===== src/rtl/overlay_blend_pipe.sv =====
// overlay_blend_pipe: two-stage alpha blender that composites a streamed
// overlay window onto the base pixel stream.
//
// Ports
//   clk, reset              pixel clock, synchronous active-high reset
//   enable .. key_value     configuration, captured at each frame start
//   overlay_data/overlayA   overlay pixel and its alpha, qualified by
//   overlay_valid           overlay_valid
//   overlay_adv             pulse: one overlay pixel consumed
//   overlay_restart         pulse: overlay source should rewind
//   overlay_underflow       sticky: window pixel arrived without overlay
//   dvi/dtypei/datai/       input word (valid, type, base pixel, meta)
//   meta_datai
//   dvo/dtypeo/datao/       output word, two cycles after the input
//   meta_datao

`ifndef DTYPE_WIDTH
`define DTYPE_WIDTH 4
`endif
`ifndef DTYPE_PIXEL
`define DTYPE_PIXEL (`DTYPE_WIDTH'(1))
`endif
`ifndef DTYPE_FRAME_START
`define DTYPE_FRAME_START (`DTYPE_WIDTH'(2))
`endif
`ifndef DTYPE_ROW_END
`define DTYPE_ROW_END (`DTYPE_WIDTH'(3))
`endif

module overlay_blend_pipe #(
    parameter int PIXEL_WIDTH  = 8,
    parameter int ALPHA_WIDTH  = 8,
    parameter int NUM_CHANNELS = 3,
    parameter int DATA_WIDTH   = 16,
    parameter int DIM_WIDTH    = 11
) (
    input  logic                                clk,
    input  logic                                reset,
    input  logic                                enable,
    input  logic [DIM_WIDTH-1:0]                col_start,
    input  logic [DIM_WIDTH-1:0]                row_start,
    input  logic [DIM_WIDTH-1:0]                num_overlay_cols,
    input  logic [DIM_WIDTH-1:0]                num_overlay_rows,
    input  logic [ALPHA_WIDTH-1:0]              global_alpha,
    input  logic                                key_enable,
    input  logic [NUM_CHANNELS*PIXEL_WIDTH-1:0] key_value,
    input  logic [NUM_CHANNELS*PIXEL_WIDTH-1:0] overlay_data,
    input  logic [ALPHA_WIDTH-1:0]              overlayA,
    input  logic                                overlay_valid,
    output logic                                overlay_adv,
    output logic                                overlay_restart,
    output logic                                overlay_underflow,
    input  logic                                dvi,
    input  logic [`DTYPE_WIDTH-1:0]             dtypei,
    input  logic [NUM_CHANNELS*PIXEL_WIDTH-1:0] datai,
    input  logic [DATA_WIDTH-1:0]               meta_datai,
    output logic                                dvo,
    output logic [`DTYPE_WIDTH-1:0]             dtypeo,
    output logic [NUM_CHANNELS*PIXEL_WIDTH-1:0] datao,
    output logic [DATA_WIDTH-1:0]               meta_datao
);

    localparam int CW = NUM_CHANNELS * PIXEL_WIDTH;
    localparam int SW = 2 * ALPHA_WIDTH + 1;
    localparam int BW = PIXEL_WIDTH + ALPHA_WIDTH + 1;

    localparam logic [ALPHA_WIDTH-1:0] A_MAX  = '1;
    localparam logic [SW-1:0]          S_HALF = SW'(1) << (ALPHA_WIDTH - 1);
    localparam logic [BW-1:0]          B_HALF = BW'(1) << (ALPHA_WIDTH - 1);

    // ---------------- configuration shadows ----------------
    logic                   en_sh_q;
    logic [DIM_WIDTH-1:0]   cs_sh_q;
    logic [DIM_WIDTH-1:0]   rs_sh_q;
    logic [DIM_WIDTH-1:0]   nc_sh_q;
    logic [DIM_WIDTH-1:0]   nr_sh_q;
    logic [ALPHA_WIDTH-1:0] ga_sh_q;
    logic                   key_en_sh_q;
    logic [CW-1:0]          key_sh_q;

    // ---------------- stage 0 state ----------------
    logic [DIM_WIDTH-1:0] row_pos_q, row_pos_d;
    logic [DIM_WIDTH-1:0] col_pos_q, col_pos_d;
    logic                 adv_q, adv_d;
    logic                 restart_q, restart_d;
    logic                 underflow_q, underflow_d;

    // ---------------- stage 1 registers ----------------
    logic                    s1_dv_q;
    logic [`DTYPE_WIDTH-1:0] s1_dtype_q;
    logic [DATA_WIDTH-1:0]   s1_meta_q;
    logic [CW-1:0]           s1_base_q;
    logic [CW-1:0]           s1_ov_q;
    logic [ALPHA_WIDTH-1:0]  s1_ea_q, ea_d;
    logic                    s1_win_q;

    // ---------------- stage 2 registers ----------------
    logic                    dvo_q;
    logic [`DTYPE_WIDTH-1:0] dtype_q;
    logic [CW-1:0]           data_q, blend_d;
    logic [DATA_WIDTH-1:0]   meta_q;

    // ---------------- word decode ----------------
    logic is_fs, is_re, is_px;

    assign is_fs = dvi && (dtypei == `DTYPE_FRAME_START);
    assign is_re = dvi && (dtypei == `DTYPE_ROW_END);
    assign is_px = dvi && (dtypei == `DTYPE_PIXEL);

    // ---------------- window test ----------------
    // Ends are one bit wider so a window running off the frame clips
    // instead of wrapping back to coordinate 0.
    logic [DIM_WIDTH:0] row_end, col_end;
    logic               in_win;

    assign row_end = {1'b0, rs_sh_q} + {1'b0, nr_sh_q};
    assign col_end = {1'b0, cs_sh_q} + {1'b0, nc_sh_q};

    assign in_win = is_px && en_sh_q
                 && (row_pos_q >= rs_sh_q)
                 && ({1'b0, row_pos_q} < row_end)
                 && (col_pos_q >= cs_sh_q)
                 && ({1'b0, col_pos_q} < col_end);

    // ---------------- position counters ----------------
    always_comb begin
        row_pos_d = row_pos_q;
        col_pos_d = col_pos_q;
        unique case (1'b1)
            is_fs: begin
                row_pos_d = '0;
                col_pos_d = '0;
            end
            is_re: begin
                row_pos_d = row_pos_q + 1'b1;
                col_pos_d = '0;
            end
            is_px: begin
                col_pos_d = col_pos_q + 1'b1;
            end
            default: ;
        endcase
    end

    // ---------------- effective alpha ----------------
    logic          keyed;
    logic [SW-1:0] scaled;

    assign keyed  = key_en_sh_q && (overlay_data == key_sh_q);
    assign scaled = SW'(overlayA) * SW'(ga_sh_q) + S_HALF;

    always_comb begin
        ea_d = '0;
        if (in_win && overlay_valid && !keyed) begin
            // An all-ones plane alpha bypasses scaling so opaque stays opaque.
            if (ga_sh_q == A_MAX) begin
                ea_d = overlayA;
            end else begin
                ea_d = ALPHA_WIDTH'(scaled >> ALPHA_WIDTH);
            end
        end
    end

    // ---------------- overlay handshake ----------------
    always_comb begin
        adv_d       = in_win && overlay_valid;
        restart_d   = is_fs && enable;
        underflow_d = underflow_q;
        if (is_fs) begin
            underflow_d = 1'b0;
        end else if (in_win && !overlay_valid) begin
            underflow_d = 1'b1;
        end
    end

    // ---------------- stage 0 -> 1 ----------------
    always_ff @(posedge clk) begin
        if (reset) begin
            en_sh_q     <= 1'b0;
            cs_sh_q     <= '0;
            rs_sh_q     <= '0;
            nc_sh_q     <= '0;
            nr_sh_q     <= '0;
            ga_sh_q     <= '0;
            key_en_sh_q <= 1'b0;
            key_sh_q    <= '0;
            row_pos_q   <= '0;
            col_pos_q   <= '0;
            adv_q       <= 1'b0;
            restart_q   <= 1'b0;
            underflow_q <= 1'b0;
            s1_dv_q     <= 1'b0;
            s1_dtype_q  <= '0;
            s1_meta_q   <= '0;
            s1_base_q   <= '0;
            s1_ov_q     <= '0;
            s1_ea_q     <= '0;
            s1_win_q    <= 1'b0;
        end else begin
            if (is_fs) begin
                en_sh_q     <= enable;
                cs_sh_q     <= col_start;
                rs_sh_q     <= row_start;
                nc_sh_q     <= num_overlay_cols;
                nr_sh_q     <= num_overlay_rows;
                ga_sh_q     <= global_alpha;
                key_en_sh_q <= key_enable;
                key_sh_q    <= key_value;
            end
            row_pos_q   <= row_pos_d;
            col_pos_q   <= col_pos_d;
            adv_q       <= adv_d;
            restart_q   <= restart_d;
            underflow_q <= underflow_d;
            s1_dv_q     <= dvi;
            s1_dtype_q  <= dtypei;
            s1_meta_q   <= meta_datai;
            s1_base_q   <= datai;
            s1_ov_q     <= overlay_data;
            s1_ea_q     <= ea_d;
            s1_win_q    <= in_win;
        end
    end

    // ---------------- stage 1 -> 2 blend ----------------
    // Rounded blend against M = 2^ALPHA_WIDTH-1; the two end points are
    // special-cased because the rounded formula misses full-scale by one.
    for (genvar g = 0; g < NUM_CHANNELS; g++) begin : g_ch
        logic [PIXEL_WIDTH-1:0] ov_c;
        logic [PIXEL_WIDTH-1:0] base_c;
        logic [BW-1:0]          acc;

        assign ov_c   = s1_ov_q[g*PIXEL_WIDTH +: PIXEL_WIDTH];
        assign base_c = s1_base_q[g*PIXEL_WIDTH +: PIXEL_WIDTH];
        assign acc    = BW'(s1_ea_q) * BW'(ov_c)
                      + BW'(A_MAX - s1_ea_q) * BW'(base_c)
                      + B_HALF;

        always_comb begin
            blend_d[g*PIXEL_WIDTH +: PIXEL_WIDTH] = base_c;
            if (s1_win_q && s1_ea_q == A_MAX) begin
                blend_d[g*PIXEL_WIDTH +: PIXEL_WIDTH] = ov_c;
            end else if (s1_win_q && s1_ea_q != '0) begin
                blend_d[g*PIXEL_WIDTH +: PIXEL_WIDTH] =
                    PIXEL_WIDTH'(acc >> ALPHA_WIDTH);
            end
        end
    end

    always_ff @(posedge clk) begin
        if (reset) begin
            dvo_q   <= 1'b0;
            dtype_q <= '0;
            data_q  <= '0;
            meta_q  <= '0;
        end else begin
            dvo_q   <= s1_dv_q;
            dtype_q <= s1_dtype_q;
            data_q  <= blend_d;
            meta_q  <= s1_meta_q;
        end
    end

    assign dvo               = dvo_q;
    assign dtypeo            = dtype_q;
    assign datao             = data_q;
    assign meta_datao        = meta_q;
    assign overlay_adv       = adv_q;
    assign overlay_restart   = restart_q;
    assign overlay_underflow = underflow_q;

endmodule


===== config.mk =====
export PLATFORM = sky130hd
export DESIGN_NAME = overlay_blend_pipe
export DESIGN_NICKNAME = d
export VERILOG_FILES = /design/src/rtl/overlay_blend_pipe.sv
export SDC_FILE = /design/constraint.sdc
export NUM_CORES = 1
export LEC_CHECK = 0
export ABC_CLOCK_PERIOD_IN_PS = 7090
export CORE_MARGIN = 2
export CORE_UTILIZATION = 50
export DETAILED_ROUTE_END_ITERATION = 16
export PLACE_DENSITY = 0.7
export SLEW_MARGIN = 20
export SYNTH_ARGS = -nofsm -noshare
export SYNTH_HDL_FRONTEND = slang
export SYNTH_SLANG_ARGS = --single-unit

===== constraint.sdc =====
create_clock -name clk -period 7.09 [get_ports clk]
set_input_delay 1.0635 -clock clk [delete_from_list [all_inputs] [get_ports clk]]
set_output_delay 1.0635 -clock clk [all_outputs]
set_load 0.03 [all_outputs]

# Yosys cells after proc, flatten, opt, wreduce, memory -nomap -nowiden
# Cells that the tools add are included.
# word_totals
register_bits,226
out_inout_bits,48
wordCells,86
inputBits,158
# op_classes
reduce_logical,23
muxes,9
n_lt_le_gt_ge,4
n_eq_ne,6
multipliers,7
addsub,12
bitwise_logic,1
# op_table
cell,count
$add 16x8->16 const B,4
$mul 8x8->16,4
$mux 8,7
$add 16x16->16,3
$pmux 11 s2,2
$mul 17x8->16,2
$add 11x11->12,2
$eq 24x24->1,1
$lt 11x12->1,2
$add 11x1->11 const B,2
$ge 11x11->1,2
$eq 8x8->1 const B,2
$mul 9x9->16,1
$logic_and 1x1->1,15
$sub 8x8->9 const A,1
$eq 4x2->1 const B,2
$reduce_bool 8->1,1
$reduce_or 2->1,3
$eq 4x1->1 const B,1
$reduce_bool 2->1,2
$logic_not 1->1,2
$not 1->1,1

# Logic depth before layout (Yosys ltp)
# logic_depth
word_depth,11
mapped_depth,24
depth_no_buf,22

# Worst setup path before layout
# OpenSTA, ideal clock, no wires.
# synth_timing
path_type,flip-flop to flip-flop
from,register s1_ea_q[4]
to,"register data_q[23], in the netlist datao[23]"
setup_time_ns,0.121
setup_slack_ns,1.134
path_buffers,2
t_arrival_ns,5.835
synth_period_minus_slack_ns,5.956
required_time_ns,6.969
stages_incl_launch_ff,22
cell_sequence,dfxtp_1 clkbuf_1 clkbuf_1 nand2_1 fa_1 fa_1 inv_1 fa_1 fa_1 fa_1 inv_1 fa_1 inv_1 ha_1 or3_1 a21oi_2 o31ai_1 o21a_1 or3_1 a31oi_1 xnor2_1 o21ai_1
# synth_between
elab_chain_cells,6
elab_cells_between_ends,11
cone_classes,add/sub: 3; mul: 2; eq/ne: 1; mux: 2; reduce/logical: 3
# synth_lines
item,line,text
from (decl),94,"logic [ALPHA_WIDTH-1:0] s1_ea_q, ea_d;"
from (signal assigned),197,s1_ea_q <= '0;
from (signal assigned),220,s1_ea_q <= ea_d;
$sub 8x8->9,236,+ BW'(A_MAX - s1_ea_q) * BW'(base_c)
$mul 9x9->16,236,
$add 16x16->16,236,
$add 16x8->16,237,+ B_HALF;
$mux 8,243,end else if (s1_win_q && s1_ea_q != '0) begin
$mux 8 (*),241,if (s1_win_q && s1_ea_q == A_MAX) begin
to (signal assigned),259,data_q <= blend_d;
to (decl),100,"logic [CW-1:0] data_q, blend_d;"
# Mark *: on every way between the ends. The rest lies on a longest branch, timed or not.
# A chain may end at the register's enable or synchronous reset.

# Final worst setup path
# layout_timing
from,register s1_ea_q[3]
to,"register data_q[6], in the netlist datao[6]"
# layout_between
elab_chain_cells,6
elab_cells_between_ends,11
cone_classes,add/sub: 3; mul: 2; eq/ne: 1; mux: 2; reduce/logical: 3
# layout_lines
item,line
$sub 8x8->9,236
$mul 17x8->16,236
$add 16x16->16,236
$add 16x8->16,237
$mux 8,243
$mux 8 (*),241
# Marked as above.

==> flow_metrics.py <==
metrics = {
    "global_route": {
        "grt_usage": 0.251,
        "grt.overflow.total": 0,
        "grt_pass1_wl_mm": 101,
        "grt_pass1_vias": 19846,
        "grt_max_degree": 86,
        "antenna_found_initial": 1,
    },
    "worst_setup_path": {
        "path_cells": "buf_4 -> nand2_1 -> fa_1 -> fa_1 -> inv_1 -> fa_1 -> fa_1 -> fa_1 -> inv_1 -> fa_1 -> inv_1 -> ha_1 -> nor4_1 -> o21ai_0 -> a32o_1 -> o21a_1 -> o22ai_1 -> xnor2_1 -> o21ai_0 -> o211a_1",
        "r2r-end": "datao[6]",
        "crit_top_cell": "fa_1",
        "cp_max_fo": 24,
        "crit_path_start_kind": "flip-flop",
        "critPathCaptureType": "flip-flop",
        "cp_slowest_stage_delay_ns": 0.73,
        "arrival_ns": 6.71,
        "crit_type": "reg2reg",
        "crit_required_ns": 7.56,
        "cp_num_buf_inv": 4,
        "r2r_start": "s1_ea_q[3]",
        "r2r_slack_ns": 0.84,
        "crit_family": "adder cells",
        "r2r_cells": 20,
        "path_depth": 20,
        "slowest_stage": "dfxtp_1",
    },
    "logic_synthesis": {
        "synth-seq-area-share": 0.186,
        "synth_top_area_cell": "fa_1",
        "avgSynthCellArea_um2": 8.81,
        "ys_ff_latch": 226,
        "synth_top_area_frac": 0.266,
        "synth_edf_count": 0,
        "syn-num-nets": 3533,
        "yosysUniqueCellTypes": 55,
        "synth_ff_type": "dfxtp_1",
        "yosys_warnings": 0,
        "synth-async-reset-ratio": 0,
        "netlist_area_mm2": 0.0243,
        "postSynthCellCount": 2754,
        "synth.top_cells.by_area": "fa_1, dfxtp_1, ha_1",
    },
    "hold_path": {
        "min_path_type": "reg2reg",
        "min_to": "meta_datao[3]",
        "timing.hold.worst.start": "s1_meta_q[3]",
        "hold_path_depth": 1,
    },
    "placement": {
        "gp_congestion": 0.922,
        "portBuffers": 205,
        "dpl.hpwl_mm": 48.4,
    },
    "status": {
        "outcome": "finished clean",
    },
    "clock_tree": {
        "path_clk_slew_ns": 0.07,
        "cts_tree": "yes",
        "cts_resized": 0,
        "numClockSinks": 226,
        "cts_buffer_depth": 3,
        "cts_root_buf": "clkbuf_16",
        "clk_latency_ns": 0.58,
        "post-cts-setup-buffer-count": 0,
        "h-tree-depth": 1,
        "cts_hold_buf": 0,
        "cts_buffers": 26,
    },
    "timing": {
        "setup_tns_ns": 0,
        "worstMarginPinSlew_ns": 0.901,
        "max_clock_freq_mhz": 160,
        "slew_headroom": 0.400,
        "period_share": 0.881,
        "finClkSkew_ns": 0.0196,
        "setup_viol": 0,
        "min_period_ns": 6.25,
        "slew_violations": 0,
        "rsz0062_at_grt": "no",
        "hold_violations": 0,
    },
    "floorplan": {
        "rows": 80,
        "dieWidth_um": 224,
        "ios": 206,
        "design.core.area_mm2": 0.0478,
        "start_util": 0.507,
        "die_h_um": 224,
        "dieArea_mm2": 0.0503,
    },
    "finish": {
        "fillers": 4217,
        "seq_area_mm2": 0.00452,
        "area_delta_synth_final_pct": 14.8,
        "utilization": 0.582,
        "drive_gt1_frac": 0.0305,
        "nNetsFinal": 3678,
        "multi_input_area_mm2": 0.0175,
    },
    "flow_run": {
        "cap_viol_max_count": 0,
    },
    "detailed_routing": {
        "firstDrtPassIters": 5,
        "routed_via_density": 5.25,
        "routed_wl_mm": 61.0,
        "drtAntennaViolNets": 0,
        "met2_length_mm": 28.9,
        "drcViolationCount": 0,
        "wl_per_cell_um": 17.3,
        "dr_wl_met3_mm": 3.57,
        "topRoutingLayerUsed": "met4",
        "num_vias": 18556,
        "drt_iter0_markers": 1128,
        "wl_met1_mm": 26.7,
    },
    "power": {
        "irDropWorstVdd_mv": 0.165,
        "p_leak_nw": 13.3,
        "power_density_mw_per_mm2": 169,
    },
}
==> how the worst max path moves through the flow <==
stage                    start         to  slack [ns]
detailed placement  s1_ea_q[3]   datao[7]        0.85
global route        s1_ea_q[1]  datao[15]        0.41
finish              s1_ea_q[3]   datao[6]        0.84
global placement    s1_ea_q[5]   datao[7]        0.94
CTS                 s1_ea_q[3]   datao[7]        0.86
floorplan           s1_ea_q[4]  datao[23]        1.13
==> layout by cell type, fill, tap and decap left out, drive strengths merged, types with 4 or more instances in the layout <==
cell type	count
a31oi	7
dfxtp	226
and2	135
or2	6
inv	496
buf	27
mux2i	4
nor3b	7
o31ai	4
and3	12
nor2b	205
nor4	13
or3	7
clkdlybuf4s50	204
xnor2	49
nand4	8
a21oi	147
o21a	12
a211oi	18
fa	322
ha	299
o21ai	50
nand2b	83
nor2	69
o21bai	11
a311oi	8
clkbuf	32
nand2	324
xor2	32
nand3	26
nor3	25
bufinv	4
a21o	13
clkinv	8
==> flip-flops by register name, indices dropped and copies added, names as in the netlist, 11 cells and up <==
signal	cells
row_pos_q	11
cs_sh_q	11
rs_sh_q	11
meta_datao	16
s1_base_q	24
nr_sh_q	11
s1_ov_q	24
col_pos_q	11
nc_sh_q	11
datao	24
key_sh_q	24
s1_meta_q	16
==> Yosys cell counts, drive strengths merged, types with 2 or more instances <==
master,instances
or3,7
and3,12
o211ai,3
xor2,32
fa,322
o21bai,11
a21oi,147
a22oi,2
o21a,12
nor3,25
xnor2,49
inv,492
nand3b,2
clkbuf,106
nand2,324
o221ai,2
a2111oi,2
mux2i,4
or4,2
o211a,3
nor2,69
ha,299
nor2b,205
and2,135
nand2b,83
buf,8
nor3b,7
dfxtp,226
o21ai,50
a31oi,7
nand3,26
a21o,13
nor4,13
or2,6
a211oi,18
o31ai,4
nand4,8
a311oi,8
==> per-stage QoR <==
| stage | power, mW | cell area (µm²) | setup slack, ns | cells | hold WS, ns |
|---|---|---|---|---|---|
| global route | 5.11 | 27800 | 0.411 | 3534 | 0.456 |
| detailed placement | 3.29 | 26900 | 0.855 | 3485 | 0.423 |
| global placement | 3.21 | 26900 | 0.943 | 3485 | 0.420 |
| CTS | 4.76 | 27800 | 0.861 | 3533 | 0.437 |
| finish | 4.72 | 27800 | 0.842 | 3535 | 0.437 |
| floorplan | 2.77 | 24300 | 1.13 | 2754 | 0.414 |
==> layer usage <==
layer / global-route usage / vias up
met5: 0 / -
met4: 0.0758 / 0
met3: 0.0388 / 131
met2: 0.428 / 545
met1: 0.332 / 9086
li1: - / 8794
==> cell families after synthesis <==
logic type	synth area share
flip-flops	0.186
AO/OA/AOI/OAI	0.0713
multiplexers	0.00165
buffers and inverters	0.0944
AND/OR/NAND/NOR	0.197
adder cells (fa/ha/maj)	0.420
XOR/XNOR	0.0292
==> power by group <==
part           switching (mW)  total, mW  leakage (nW)  internal [mW]
sequential             0.0599       1.37          1.85           1.31
combinational            1.01       1.89          11.0          0.874
clock                   0.594       1.46         0.466          0.871
total                    1.67       4.72          13.3           3.05
==> final cells by class <==
cell class,instances,area share
multi-input combinational,1922,0.627
sequential,226,0.163
timing repair buffer,231,0.0826
inverter,492,0.0663
tap,615,0.0276
clock buffer,32,0.0256
clock inverter,16,0.00800
antenna,1,0.0000899
No activity file was read; power rests on OpenSTA's default activity.
